==> src/rtl/pong_sfx_arbiter.sv <==
// pong_sfx_arbiter
// Shares one square-wave speaker between four game sound effects. Requests
// are latched as pending flags and served one at a time in fixed priority
// order (over > score > paddle > wall), with a silent gap between tones. A
// strictly higher-priority request cuts the current tone short. Game-over
// plays as two back-to-back notes.
//
// Ports
//   clk_0     : system clock (25.175 MHz)
//   rst       : asynchronous active-low reset
//   ev_wall   : wall-bounce request pulse
//   ev_paddle : paddle-hit request pulse
//   ev_score  : point-scored request pulse
//   ev_over   : game-over request pulse
//   mute      : 1 silences the buzzer without affecting sequencing
//   buzzer    : square-wave speaker drive
//   busy      : 1 while a tone or the inter-tone gap is in progress
//   tone_id   : 0 none, 1 wall, 2 paddle, 3 score, 4 over1, 5 over2
module pong_sfx_arbiter #(
  parameter int HP_WALL   = 100_000,
  parameter int HP_PADDLE = 50_000,
  parameter int HP_SCORE  = 25_000,
  parameter int HP_OVER1  = 40_000,
  parameter int HP_OVER2  = 80_000,
  parameter int DUR_SHORT = 1_258_750,
  parameter int DUR_LONG  = 5_035_000,
  parameter int GAP       = 251_750
) (
  input  logic       clk_0,
  input  logic       rst,
  input  logic       ev_wall,
  input  logic       ev_paddle,
  input  logic       ev_score,
  input  logic       ev_over,
  input  logic       mute,
  output logic       buzzer,
  output logic       busy,
  output logic [2:0] tone_id
);

  function automatic int max2(input int a, input int b);
    return (a > b) ? a : b;
  endfunction

  localparam int HP_MAX  = max2(max2(max2(HP_WALL, HP_PADDLE), max2(HP_SCORE, HP_OVER1)), HP_OVER2);
  localparam int DUR_MAX = max2(DUR_SHORT, DUR_LONG);
  localparam int HP_W    = $clog2(HP_MAX + 1);
  localparam int DUR_W   = $clog2(DUR_MAX + 1);
  localparam int GAP_W   = $clog2(GAP + 1);

  localparam logic [HP_W-1:0]  HPL_WALL   = HP_W'(HP_WALL - 1);
  localparam logic [HP_W-1:0]  HPL_PADDLE = HP_W'(HP_PADDLE - 1);
  localparam logic [HP_W-1:0]  HPL_SCORE  = HP_W'(HP_SCORE - 1);
  localparam logic [HP_W-1:0]  HPL_OVER1  = HP_W'(HP_OVER1 - 1);
  localparam logic [HP_W-1:0]  HPL_OVER2  = HP_W'(HP_OVER2 - 1);
  localparam logic [DUR_W-1:0] DURL_SHORT = DUR_W'(DUR_SHORT - 1);
  localparam logic [DUR_W-1:0] DURL_LONG  = DUR_W'(DUR_LONG - 1);
  localparam logic [GAP_W-1:0] GAPL       = GAP_W'(GAP - 1);

  localparam logic [2:0] T_NONE   = 3'd0;
  localparam logic [2:0] T_WALL   = 3'd1;
  localparam logic [2:0] T_PADDLE = 3'd2;
  localparam logic [2:0] T_SCORE  = 3'd3;
  localparam logic [2:0] T_OVER1  = 3'd4;
  localparam logic [2:0] T_OVER2  = 3'd5;

  typedef enum logic [1:0] {ST_IDLE, ST_PLAY, ST_GAP} state_t;

  state_t            state, state_n;
  logic [3:0]        pend, pend_n, pend_clr;
  logic [2:0]        tone_q, tone_n;
  logic [DUR_W-1:0]  dur_cnt, dur_n;
  logic [HP_W-1:0]   hp_cnt, hp_n;
  logic [GAP_W-1:0]  gap_cnt, gap_n;
  logic              buzz_q, buzz_n;
  logic              launch;
  logic [2:0]        win;
  logic [HP_W-1:0]   hp_lim;
  logic [DUR_W-1:0]  dur_lim;

  // Highest-priority pending request, expressed as the tone it would start.
  // The returned code doubles as its priority rank (1 lowest .. 4 highest).
  function automatic logic [2:0] top_req(input logic [3:0] p);
    if (p[3])      return T_OVER1;
    else if (p[2]) return T_SCORE;
    else if (p[1]) return T_PADDLE;
    else if (p[0]) return T_WALL;
    else           return T_NONE;
  endfunction

  // Both game-over notes rank as "over" so nothing re-triggers over1 mid-tune.
  function automatic logic [2:0] tone_prio(input logic [2:0] t);
    return (t == T_OVER2) ? T_OVER1 : t;
  endfunction

  function automatic logic [3:0] req_bit(input logic [2:0] t);
    case (t)
      T_WALL:   return 4'b0001;
      T_PADDLE: return 4'b0010;
      T_SCORE:  return 4'b0100;
      T_OVER1:  return 4'b1000;
      default:  return 4'b0000;
    endcase
  endfunction

  always_comb begin
    case (tone_q)
      T_WALL:   hp_lim = HPL_WALL;
      T_PADDLE: hp_lim = HPL_PADDLE;
      T_SCORE:  hp_lim = HPL_SCORE;
      T_OVER1:  hp_lim = HPL_OVER1;
      default:  hp_lim = HPL_OVER2;
    endcase
    dur_lim = (tone_q == T_WALL || tone_q == T_PADDLE) ? DURL_SHORT : DURL_LONG;
  end

  always_comb begin
    state_n  = state;
    tone_n   = tone_q;
    dur_n    = dur_cnt;
    hp_n     = hp_cnt;
    gap_n    = gap_cnt;
    buzz_n   = buzz_q;
    pend_clr = 4'b0000;
    launch   = 1'b0;
    win      = top_req(pend);

    case (state)
      ST_IDLE: begin
        if (win != T_NONE) launch = 1'b1;
      end
      ST_PLAY: begin
        if (win > tone_prio(tone_q)) begin
          launch = 1'b1;
        end else if (dur_cnt == dur_lim) begin
          dur_n  = '0;
          hp_n   = '0;
          buzz_n = 1'b0;
          if (tone_q == T_OVER1) begin
            tone_n = T_OVER2;
          end else begin
            state_n = ST_GAP;
            gap_n   = '0;
          end
        end else begin
          dur_n = dur_cnt + 1'b1;
          if (hp_cnt == hp_lim) begin
            hp_n   = '0;
            buzz_n = ~buzz_q;
          end else begin
            hp_n = hp_cnt + 1'b1;
          end
        end
      end
      ST_GAP: begin
        // The gap always runs to completion; pending requests only
        // decide what follows it.
        if (gap_cnt == GAPL) begin
          if (win != T_NONE) begin
            launch = 1'b1;
          end else begin
            state_n = ST_IDLE;
            tone_n  = T_NONE;
          end
        end else begin
          gap_n = gap_cnt + 1'b1;
        end
      end
      default: begin
        state_n = ST_IDLE;
        tone_n  = T_NONE;
      end
    endcase

    if (launch) begin
      state_n  = ST_PLAY;
      tone_n   = win;
      pend_clr = req_bit(win);
      dur_n    = '0;
      hp_n     = '0;
      buzz_n   = 1'b0;
    end

    // A new pulse on the edge its flag is consumed still counts as a request.
    pend_n = (pend & ~pend_clr) | {ev_over, ev_score, ev_paddle, ev_wall};
  end

  always_ff @(posedge clk_0 or negedge rst) begin
    if (!rst) begin
      state   <= ST_IDLE;
      pend    <= '0;
      tone_q  <= T_NONE;
      dur_cnt <= '0;
      hp_cnt  <= '0;
      gap_cnt <= '0;
      buzz_q  <= 1'b0;
    end else begin
      state   <= state_n;
      pend    <= pend_n;
      tone_q  <= tone_n;
      dur_cnt <= dur_n;
      hp_cnt  <= hp_n;
      gap_cnt <= gap_n;
      buzz_q  <= buzz_n;
    end
  end

  assign buzzer  = buzz_q & ~mute;
  assign busy    = (state != ST_IDLE);
  assign tone_id = tone_q;

endmodule

==> config.mk <==
export PLATFORM = sky130hd
export DESIGN_NAME = pong_sfx_arbiter
export DESIGN_NICKNAME = d
export VERILOG_FILES = /design/src/rtl/pong_sfx_arbiter.sv
export SDC_FILE = /design/constraint.sdc
export NUM_CORES = 1
export LEC_CHECK = 0
export ABC_CLOCK_PERIOD_IN_PS = 3900
export BUFFER_PORTS_ARGS = -buffer_cell sky130_fd_sc_hd__buf_2
export CORE_UTILIZATION = 63
export CTS_BUF_LIST = sky130_fd_sc_hd__clkbuf_8 sky130_fd_sc_hd__clkbuf_16
export DETAILED_ROUTE_END_ITERATION = 10
export HOLD_SLACK_MARGIN = 0.12
export PLACE_DENSITY = 0.76
export SKIP_LAST_GASP = 1
export SYNTH_ARGS = -nofsm -noshare
export SYNTH_HDL_FRONTEND = slang
export SYNTH_SLANG_ARGS = --single-unit
export TNS_END_PERCENT = 5
==> constraint.sdc <==
create_clock -name clk_0 -period 3.9 [get_ports clk_0]
set_input_delay 0.39 -clock clk_0 [delete_from_list [all_inputs] [get_ports clk_0]]
set_output_delay 0.39 -clock clk_0 [all_outputs]
set_load 0.005 [all_outputs]
==> summary.txt, run 1 <==
Outcome
  – Status: finished with violations
  – Failing checks: DRC

Pwr
  – Power per Cell Area: 574 nW/µm²
  – Psw: 1.13 mW
  – Internal: 1.45 mW
  – Switch share: 0.438
  – Comb pwr share: 0.433
  – Clock power share: 0.218
  – Sequential share of power: 0.349
  – Leakage: 1.77 nW
  – Peak supply drop: 0.387 mV

Layout
  – FF+latch area: 1700 µm²
  – Final Instance Area: 4490 µm²
  – Fill cell count: 504
  – Area occupied by multi-input gates: 2370 µm²
  – Area delta synth->final: 5.62%
  – N_diodes: 0
  – Nets: 519
  – Layout cells sized above 1: 0.0806

Critical path
  – Most numerous cell on the critical path: inv_1
  – CP Buf/Inv Count: 2
  – Worst Setup End Kind: register
  – Crit-path leading delay family: compound AO/OA/AOI/OAI gates
  – Critical setup path kind: reg2reg
  – Crit Path Max Fanout: 17
  – Crit path cell chain: inv_1, a21boi_0, ha_1, nand3_1, o311ai_0, a211o_1, and2_1, a31oi_2, inv_1, a31oi_1
  – Startpoint Class: register
  – Crit path DAT: 3.69 ns
  – Max incr delay on CP: 0.75 ns
  – Slowest-stage cell, CP: dfrtp_1
  – WP data required: 4.17 ns

STA
  – Hold Violations, Final: 0
  – Final Cycle Share: 0.877
  – Relative slew margins: 0.323
  – Fin Setup TNS: 0 ns
  – Clock Skews: 0.0145 ns
  – Worst hold margin: 0.229 ns
  – Max-slew violations: 0
  – Fmax: 0.292 GHz
  – Worst setup margin: 0.480 ns
  – Setup Viol. Count Final: 0
  – RSZ-0062 raised after global routing: false
  – Final Critical Period: 3.42 ns
  – Worst Tran Pin Value: 1.01 ns

Clocking
  – Clk root buf: clkbuf_8
  – Clk sink count: 68
  – Num CTS Buffers: 9
  – CTS tree: built
  – H-tree Lvls: 3
  – Skew-Pair Late Insertion Delay: 0.35 ns
  – Clock buffer depth: 2
  – # resized after CTS: 0
  – Reg clk slew, reported paths: 0.08 ns

Route
  – Met3 WL: 462 µm
  – Drt drc: 4
  – Vias/cell: 6.62
  – Drt pass-1 iters: 8
  – WL final: 10,000 µm
  – Avg WL per Cell: 17.1 µm
  – Initial DRC Count: 361
  – Routed length on met2: 4440 µm
  – Via count: 3,877
  – Antenna-violating nets left: 0
  – Wl on met1: 4970 µm
  – Uppermost routed layer: met4

Synth
  – Synth top cells by count: dfrtp_1 (68), o21ai_0 (59), nand2_1 (58)
  – Primary FF master, synth: dfrtp_1
  – Mapped cell area: 4260 µm²
  – Register area share after synthesis: 0.400
  – Syn avg cell area: 8.39 µm²
  – Syn Nets: 521
  – Largest cells by area after synthesis: dfrtp_1 (40%), o21ai_0 (6.9%), nand2_1 (5.1%)
  – EDFF count, synth: 0
  – Fraction of registers with async set/reset: 1.00
  – Synth unique cells: 65
  – Mapped Cells: 507
  – Yosys reg bits: 68
  – Most common cell in the netlist: dfrtp_1
  – Yosys top cell area share: 0.400
  – Synth area leader: dfrtp_1
  – Ys Warns: 0

Global route
  – Largest net degree at the start of global routing: 38
  – First-pass GRT wire length: 16,900 µm
  – Vias in the first global route: 3,470
  – Antenna violations before repair: 0
  – Global-route usage over all layers: 0.300
  – Gr ovfl total: 0

Floorplan
  – Die Wd: 84.2 µm
  – Core Footprint: 6420 µm²
  – Die H: 84.2 µm
  – Row count: 29
  – Initial core utilization: 0.663
  – Full die area: 7090 µm²
  – I/O pin cnt: 12

Placement
  – Post-DP HPWL: 6840 µm
  – Placed Area: 4300 µm²
  – PortBufs: 11
  – Placer congestion estimate: 0.943
  – Worst slack, placed: 0.569 ns

Hold path
  – HP Class: in2reg

Job
  – Max Cap Viol: 0
==> what timing repair did <==
action | 4_1_cts | 5_1_grt
hold buffers | 1 | 0
setup buffers | 0 | 0
endpoints found under the hold margin | 30 | 0
==> worst register-to-register path, stage by stage, from the launching register on <==
cell	delay [ns]
dfrtp_1	0.75
inv_1	0.18
a21boi_0	0.19
ha_1	0.25
nand3_1	0.06
o311ai_0	0.22
a211o_1	0.39
and2_1	0.23
a31oi_2	0.64
inv_1	0.21
a31oi_1	0.23
==> cell families after synthesis <==
logic type | after synthesis | share of synthesized area
compound gates | 170 | 0.250
buf+inv | 41 | 0.0435
mux | 1 | 0.00235
flops | 68 | 0.400
fa+ha+maj | 9 | 0.0253
xor+xnor | 5 | 0.0103
simple gates | 213 | 0.269
==> power groups by stage <==
| stage | combinational, mW | clock, mW | sequential, mW |
|---|---|---|---|
| 2_1_floorplan | 0.914 | 0 | 0.829 |
| 3_3_place_gp | 1.07 | 0 | 0.901 |
| 3_5_place_dp | 1.10 | 0 | 0.908 |
| 4_1_cts | 1.11 | 0.569 | 0.895 |
| 5_1_grt | 1.27 | 0.596 | 0.910 |
| 6_report | 1.12 | 0.563 | 0.900 |
==> layout by cell type, fill, tap and decap left out, drive strengths merged, types with 15 or more instances in the layout <==
cell	synthesis	final
o21ai	72	72
nor2	33	33
nand2	59	59
dfrtp	68	68
nand4	16	16
a21oi	21	21
inv	12	15
buf	13	15
a31oi	21	21
nand3	24	24
o31ai	15	15
==> sequential cells by signal, indices dropped and copies added (netlist names) <==
register,cells
tone_id,3
pend,4
dur_cnt,23
gap_cnt,18
buzz_q,1
hp_cnt,17
state,2
==> routing by layer <==
layer	global-route usage	vias to the layer above
met4	0.110	0
met1	0.444	1870
met3	0.0452	16
li1	-	1888
met5	0	-
met2	0.452	103
==> final timing paths <==
kind	startpoint	to	slack, ns	depth (start not counted)
worst min register to register	buzz_q	buzz_q	0.46	1
worst max register to register	tone_id[1]	gap_cnt[10]	0.48	10
min in group asynchronous	rst	gap_cnt[4]	0.61	2
worst min-delay path	ev_over	pend[3]	0.23	2
max in group asynchronous	rst	dur_cnt[12]	2.34	3
worst max-delay path	tone_id[1]	gap_cnt[10]	0.48	10
==> area by class of cell <==
cell class,instances,share of cell area
Tap cell,77,0.0214
Timing Repair Buffer,16,0.0212
Inverter,12,0.0100
Clock inverter,5,0.0103
Sequential cell,68,0.379
Clock buffer,10,0.0306
Multi-Input combinational cell,398,0.528
==> through the flow <==
step / utilization / power (mW) / std cells
final: 0.700 / 2.58 / 586
after detailed placement: 0.670 / 2.01 / 570
after global routing: 0.700 / 2.77 / 586
after global placement: 0.670 / 1.97 / 570
after floorplan: - / 1.74 / 507
after CTS: 0.700 / 2.57 / 586
No activity file was read; power rests on OpenSTA's default activity.
==> run 2: changes to the inputs <==
--- a/config.mk
+++ b/config.mk
@@ -5,13 +5,14 @@
 export SDC_FILE = /design/constraint.sdc
 export NUM_CORES = 1
 export LEC_CHECK = 0
+export ABC_AREA = 1
 export ABC_CLOCK_PERIOD_IN_PS = 3900
 export BUFFER_PORTS_ARGS = -buffer_cell sky130_fd_sc_hd__buf_2
-export CORE_UTILIZATION = 63
+export CORE_UTILIZATION = 54
 export CTS_BUF_LIST = sky130_fd_sc_hd__clkbuf_8 sky130_fd_sc_hd__clkbuf_16
 export DETAILED_ROUTE_END_ITERATION = 10
 export HOLD_SLACK_MARGIN = 0.12
-export PLACE_DENSITY = 0.76
+export PLACE_DENSITY = 0.66
 export SKIP_LAST_GASP = 1
 export SYNTH_ARGS = -nofsm -noshare
 export SYNTH_HDL_FRONTEND = slang
==> run 2 against run 1 <==
  * Register-to-register slack better by 0.73 ns
  * Critical path type unchanged
  * Non-clock buffer count is 3 lower
  * Utilization is 9.8 points lower
  * Global-route usage is 3.2 points lower
  * Setup slack better by 0.73 ns
  * The run now ends clean
  * Via count is 10% higher
  * Fmax is 27% higher
  * Power is 17% higher
  * Clock power is 21% higher
==> summary.txt, run 2 <==
Outcome
  – Status: finished clean

Critical path
  – R2R Setup Slk: 1.21 ns
  – Startpoint Class: register
  – CP Buf/Inv Count: 4
  – WP data required: 4.18 ns
  – Crit path DAT: 2.98 ns
  – Worst-case reg-to-reg path depth: 15
  – Crit-path leading delay family: simple AND/OR/NAND/NOR gates
  – Max incr delay on CP: 0.36 ns
  – Slowest-stage cell, CP: dfrtp_1
  – RR Endpoint: hp_cnt[16]
  – Crit Path Max Fanout: 24
  – Worst Setup End Kind: register
  – Crit path cell chain: inv_1, nand2_1, a21oi_1, inv_1, ha_1, o21ai_0, nand3_1, nand3_2, buf_4, nand2_1, inv_1, nand2_1, nand2_1, nand2_1, nor2_1
  – Critical setup path kind: reg2reg
  – Most numerous cell on the critical path: nand2_1
  – Reg2reg start: pend[1]

Clocking
  – Clk sink count: 68
  – H-tree Lvls: 3
  – Num CTS Buffers: 9
  – Hold Buf Count CTS: 0
  – Skew-Pair Late Insertion Delay: 0.35 ns
  – CTS tree: built
  – Reg clk slew, reported paths: 0.08 ns
  – Clock buffer depth: 2
  – Setup Buffers After CTS: 0
  – Clk root buf: clkbuf_8
  – # resized after CTS: 0

Pwr
  – Psw: 1.45 mW
  – Clock power share: 0.227
  – Sequential share of power: 0.286
  – Switch share: 0.483
  – Power per Cell Area: 606 nW/µm²
  – Comb pwr share: 0.487
  – Leakage: 2.34 nW
  – Internal: 1.56 mW
  – Peak supply drop: 0.390 mV

STA
  – Fin Setup TNS: 0 ns
  – Worst hold margin: 0.175 ns
  – Fmax: 0.371 GHz
  – Hold Violations, Final: 0
  – Relative slew margins: 0.380
  – RSZ-0062 raised after global routing: false
  – Setup Viol. Count Final: 0
  – Worst Tran Pin Value: 0.930 ns
  – Final Cycle Share: 0.690
  – Final Critical Period: 2.69 ns
  – Clock Skews: 0.0124 ns
  – Max-slew violations: 0

Floorplan
  – Row count: 33
  – I/O pin cnt: 12
  – Die Wd: 94.4 µm
  – Core Footprint: 8260 µm²
  – Full die area: 8910 µm²
  – Initial core utilization: 0.558
  – Die H: 94.4 µm

Global route
  – First-pass GRT wire length: 18,500 µm
  – Antenna violations before repair: 0
  – Global-route usage over all layers: 0.268
  – Gr ovfl total: 0
  – Largest net degree at the start of global routing: 41
  – Vias in the first global route: 4,035

Route
  – Avg WL per Cell: 13.8 µm
  – Initial DRC Count: 232
  – Drt pass-1 iters: 5
  – Drt drc: 0
  – Vias/cell: 5.34
  – WL final: 11,100 µm
  – Antenna-violating nets left: 0
  – Via count: 4,272

Synth
  – EDFF count, synth: 0
  – Fraction of registers with async set/reset: 1.00
  – Synth top cells by count: nand2_1 (183), nor2_1 (105), inv_1 (81)
  – Mapped Cells: 679
  – Primary FF master, synth: dfrtp_1
  – Synth unique cells: 35
  – Mapped cell area: 4610 µm²
  – Syn avg cell area: 6.79 µm²
  – Synth area leader: dfrtp_1
  – Register area share after synthesis: 0.369
  – Most common cell in the netlist: nand2_1
  – Yosys top cell area share: 0.369
  – Largest cells by area after synthesis: dfrtp_1 (37%), nand2_1 (15%), nor2_1 (8.5%)
  – Yosys reg bits: 68
  – Syn Nets: 693
  – Ys Warns: 0

Layout
  – Most frequent cells in the layout: nand2_1 (183), nor2_1 (105), inv_1 (81), dfrtp_1 (68), nand3_1 (51)
  – N_diodes: 0
  – Max reg flops: 23
  – Fill cell count: 811
  – Commonest non-fill, non-tap cell in the layout: nand2_1
  – Top flop regs: dur_cnt (23), gap_cnt (18), hp_cnt (17)
  – Nets: 704
  – Area delta synth->final: 7.73%
  – Top reg by flops: dur_cnt
  – Layout cells sized above 1: 0.0791

Placement
  – PortBufs: 11
  – Post-DP HPWL: 8220 µm
  – Placer congestion estimate: 0.933

Job
  – Max Cap Viol: 0

Hold path
  – HP Class: in2async
run 2: cell type report:
cell class,instances,area [µm²],share of cell area
Clock buffer,11,151,0.0305
Clock inverter,5,82.6,0.0166
Inverter,91,348,0.0700
Multi-Input combinational cell,507,2480,0.500
Sequential cell,68,1700,0.343
Tap cell,105,131,0.0264
Timing Repair Buffer,13,70.1,0.0141
run 2: power by group through the flow:
stage          logic, mW  clock network [mW]  registers (mW)
6_report            1.47               0.683           0.861
5_1_grt             1.64               0.733           0.874
4_1_cts             1.47               0.698           0.860
3_5_place_dp        1.46                   0           0.874
3_3_place_gp        1.44                   0           0.870
2_1_floorplan       1.14                   0           0.858
run 2: through the flow:
step                      std cells  power, mW  cell area, µm²  setup slack [ns]   util
after floorplan                 679       2.00            4610              1.87      -
after global placement          784       2.31            4730              1.39  0.573
after detailed placement        784       2.33            4730              1.26  0.573
after CTS                       800       3.03            4970              1.23  0.602
after global routing            800       3.25            4970             0.953  0.602
final                           800       3.01            4970              1.21  0.602
run 2: worst max-delay path by stage:
stage,slack (ns),from,depth (start not counted),endpoint
2_1_floorplan,1.87,tone_id[2],11,dur_cnt[13]
3_3_place_gp,1.39,pend[1],14,hp_cnt[16]
3_5_place_dp,1.26,pend[1],15,hp_cnt[16]
4_1_cts,1.23,pend[1],15,hp_cnt[16]
5_1_grt,0.95,pend[1],15,hp_cnt[16]
6_report,1.21,pend[1],15,hp_cnt[16]
run 2: kinds of logic (layout without fill, tap and decap cells):
logic type,after synthesis,after routing,synth area share
AOI/OAI and AO/OA,72,72,0.0866
xor gates and xnor gates,31,31,0.0589
adders and majority gates,7,7,0.0190
buffers and inverters,104,120,0.0925
DFF,68,68,0.369
and+or+nand+nor,397,397,0.374
run 2: layer usage:
| metal | GRT usage | share of wire |
|---|---|---|
| met4 | 0.0756 | 0.011 |
| met5 | 0 | 0 |
| met2 | 0.466 | 0.47 |
| met3 | 0.0411 | 0.034 |
| met1 | 0.345 | 0.48 |
==> run 3: changes to the inputs <==
--- a/config.mk
+++ b/config.mk
@@ -6,13 +6,13 @@
 export NUM_CORES = 1
 export LEC_CHECK = 0
 export ABC_AREA = 1
-export ABC_CLOCK_PERIOD_IN_PS = 3900
+export ABC_CLOCK_PERIOD_IN_PS = 2200
 export BUFFER_PORTS_ARGS = -buffer_cell sky130_fd_sc_hd__buf_2
 export CORE_UTILIZATION = 54
 export CTS_BUF_LIST = sky130_fd_sc_hd__clkbuf_8 sky130_fd_sc_hd__clkbuf_16
 export DETAILED_ROUTE_END_ITERATION = 10
 export HOLD_SLACK_MARGIN = 0.12
-export PLACE_DENSITY = 0.66
+export PLACE_DENSITY = 0.69
 export SKIP_LAST_GASP = 1
 export SYNTH_ARGS = -nofsm -noshare
 export SYNTH_HDL_FRONTEND = slang
==> constraint.sdc (replaced) <==
create_clock -name clk_0 -period 2.2 [get_ports clk_0]
set_input_delay 0.22 -clock clk_0 [delete_from_list [all_inputs] [get_ports clk_0]]
set_output_delay 0.22 -clock clk_0 [all_outputs]
set_load 0.005 [all_outputs]
==> run 3 against run 2 <==
  * Clock skew decreased by 0.0069 ns
  * Hold slack improved by 0.22 ns
  * Routed wire length increased by 8.3%
  * Utilization increased by 6.3 points
  * Die area unchanged
  * Clock power increased by 73%
  * Via count increased by 6.6%
  * Register-to-register slack got worse by 1.2 ns
  * Setup slack got worse by 1.2 ns
  * Non-clock buffer count increased by 38
  * Sequential power increased by 73%
==> summary.txt, run 3 (synthesized netlist as in run 2, its figures left out) <==
Outcome
  – Status: finished clean

Route
  – Vias/cell: 5.43
  – Met3 WL: 533 µm
  – Wl on met1: 5110 µm
  – Avg WL per Cell: 14.3 µm
  – Drt drc: 0
  – Drt pass-1 iters: 6
  – WL final: 12,000 µm
  – Routed length on met2: 5950 µm
  – Via count: 4,552
  – Antenna-violating nets left: 0
  – Uppermost routed layer: met4
  – Initial DRC Count: 354

Clocking
  – Reg clk slew, reported paths: 0.08 ns
  – H-tree Lvls: 3
  – Clock buffer depth: 2
  – CTS tree: built
  – Skew-Pair Late Insertion Delay: 0.36 ns
  – Clk root buf: clkbuf_8
  – Clk sink count: 68
  – Num CTS Buffers: 9

Placement
  – Worst slack, placed: -0.227 ns
  – Post-DP HPWL: 8350 µm
  – Placer congestion estimate: 0.909
  – PortBufs: 11
  – Placed Area: 4920 µm²

STA
  – Final Cycle Share: 0.989
  – Relative slew margins: 0.646
  – Max-slew violations: 0
  – Worst Tran Pin Value: 0.527 ns
  – Fin Setup TNS: 0 ns
  – Hold Violations, Final: 0
  – Clock Skews: 0.00553 ns
  – Setup Viol. Count Final: 0
  – Worst setup margin: 0.0243 ns
  – Final Critical Period: 2.18 ns
  – RSZ-0062 raised after global routing: true
  – Fmax: 0.460 GHz

Critical path
  – Critical setup path kind: reg2reg
  – Worst-case reg-to-reg path depth: 12
  – Worst Setup End Kind: register
  – RR Endpoint: dur_cnt[15]
  – Reg2reg start: pend[3]
  – Crit Path Max Fanout: 6
  – R2R Setup Slk: 0.02 ns
  – WP data required: 2.50 ns
  – Crit path DAT: 2.48 ns
  – Startpoint Class: register

Job
  – Max Cap Viol: 0

Floorplan
  – Die H: 94.4 µm
  – Die Wd: 94.4 µm
  – Initial core utilization: 0.558
  – Full die area: 8910 µm²
  – Row count: 33
  – I/O pin cnt: 12
  – Core Footprint: 8260 µm²

Layout
  – Top reg by flops: dur_cnt
  – Commonest non-fill, non-tap cell in the layout: nand2_1
  – Nets: 742
  – Top flop regs: dur_cnt (23), gap_cnt (18), hp_cnt (17)
  – Most frequent cells in the layout: nand2_1 (176), nor2_1 (103), inv_1 (77), dfrtp_1 (67), nand3_1 (49)
  – Layout cells sized above 1: 0.151
  – Final Instance Area: 5490 µm²
  – Max reg flops: 23
  – Area delta synth->final: 19.1%
  – N_diodes: 0

Global route
  – First-pass GRT wire length: 19,300 µm
  – Largest net degree at the start of global routing: 69
  – Global-route usage over all layers: 0.282
  – Gr ovfl total: 0
  – Antenna violations before repair: 0
  – Vias in the first global route: 4,236

Pwr
  – Leakage: 2.57 nW
  – Peak supply drop: 0.698 mV
  – Power per Cell Area: 1220 nW/µm²

Hold path
  – HP Class: in2async
[run 3: changes by cell type in the layout (fill, tap and decap cells not counted), moves of 4 or more]
cell / previous run / this run
inv_1: 81 / 77
nand2_2: 4 / 9
nand2_1: 183 / 176
o21ai_0: 27 / 22
dlygate4sd3_1: 0 / 5
buf_4: 2 / 28
[run 3: final cells by class]
class / count / area, µm²
Clock buffer: 9 / 124
Clock inverter: 7 / 98.8
Fill cell: 720 / 2770
Inverter: 91 / 364
Multi-Input combinational cell: 507 / 2600
Sequential cell: 68 / 1700
Tap cell: 105 / 131
Timing Repair Buffer: 51 / 468
[run 3: repair_timing]
action	in CTS	in global routing
endpoints found under the setup margin	42	57
hold endpoints to repair	72	0
hold buffers	5	0
resized for setup	15	28
buffers inserted	4	5
cloned	2	1
pin swaps	5	9
[run 3: critical path, cell delays in order, from the launching register on]
cell and delay (ns):
dfrtp_2 0.46, ha_1 0.35, a21oi_1 0.28, o21ai_4 0.11, nand3_4 0.11, buf_6 0.11, nand2_2 0.07, inv_4 0.09
nand2_4 0.07, buf_4 0.15, o21ai_0 0.17, nand2_1 0.08, inv_1 0.05
[run 3: metal layers]
layer,track usage,up-vias
met4,0.150,0
met1,0.336,2125
met2,0.489,121
met3,0.0419,40
met5,0,-
li1,-,2266
[run 3: worst max path at each step]
stage,startpoint,endpoint,slack [ns],cells after the start
6_report,pend[3],dur_cnt[15],0.02,12
5_1_grt,pend[3],dur_cnt[2],-0.11,11
4_1_cts,pend[1],hp_cnt[13],-0.002,16
3_5_place_dp,pend[1],dur_cnt[15],-0.23,13
3_3_place_gp,pend[2],hp_cnt[4],-0.04,12
2_1_floorplan,tone_id[2],dur_cnt[13],0.17,11
[run 3: report_power, final]
part / internal [mW] / switching, mW / total, mW
Sequential: 1.38 / 0.110 / 1.49
Clock: 0.646 / 0.533 / 1.18
Combinational: 1.60 / 2.41 / 4.01
[run 3: stage by stage]
stage | util | power, mW | instances | hold WS [ns]
finish | 0.665 | 6.68 | 838 | 0.395
global route | 0.665 | 7.17 | 838 | 0.440
CTS | 0.646 | 6.17 | 832 | 0.427
detailed placement | 0.595 | 4.45 | 805 | 0.271
global placement | 0.595 | 4.39 | 805 | 0.275
floorplan | - | 3.55 | 679 | -0.0756
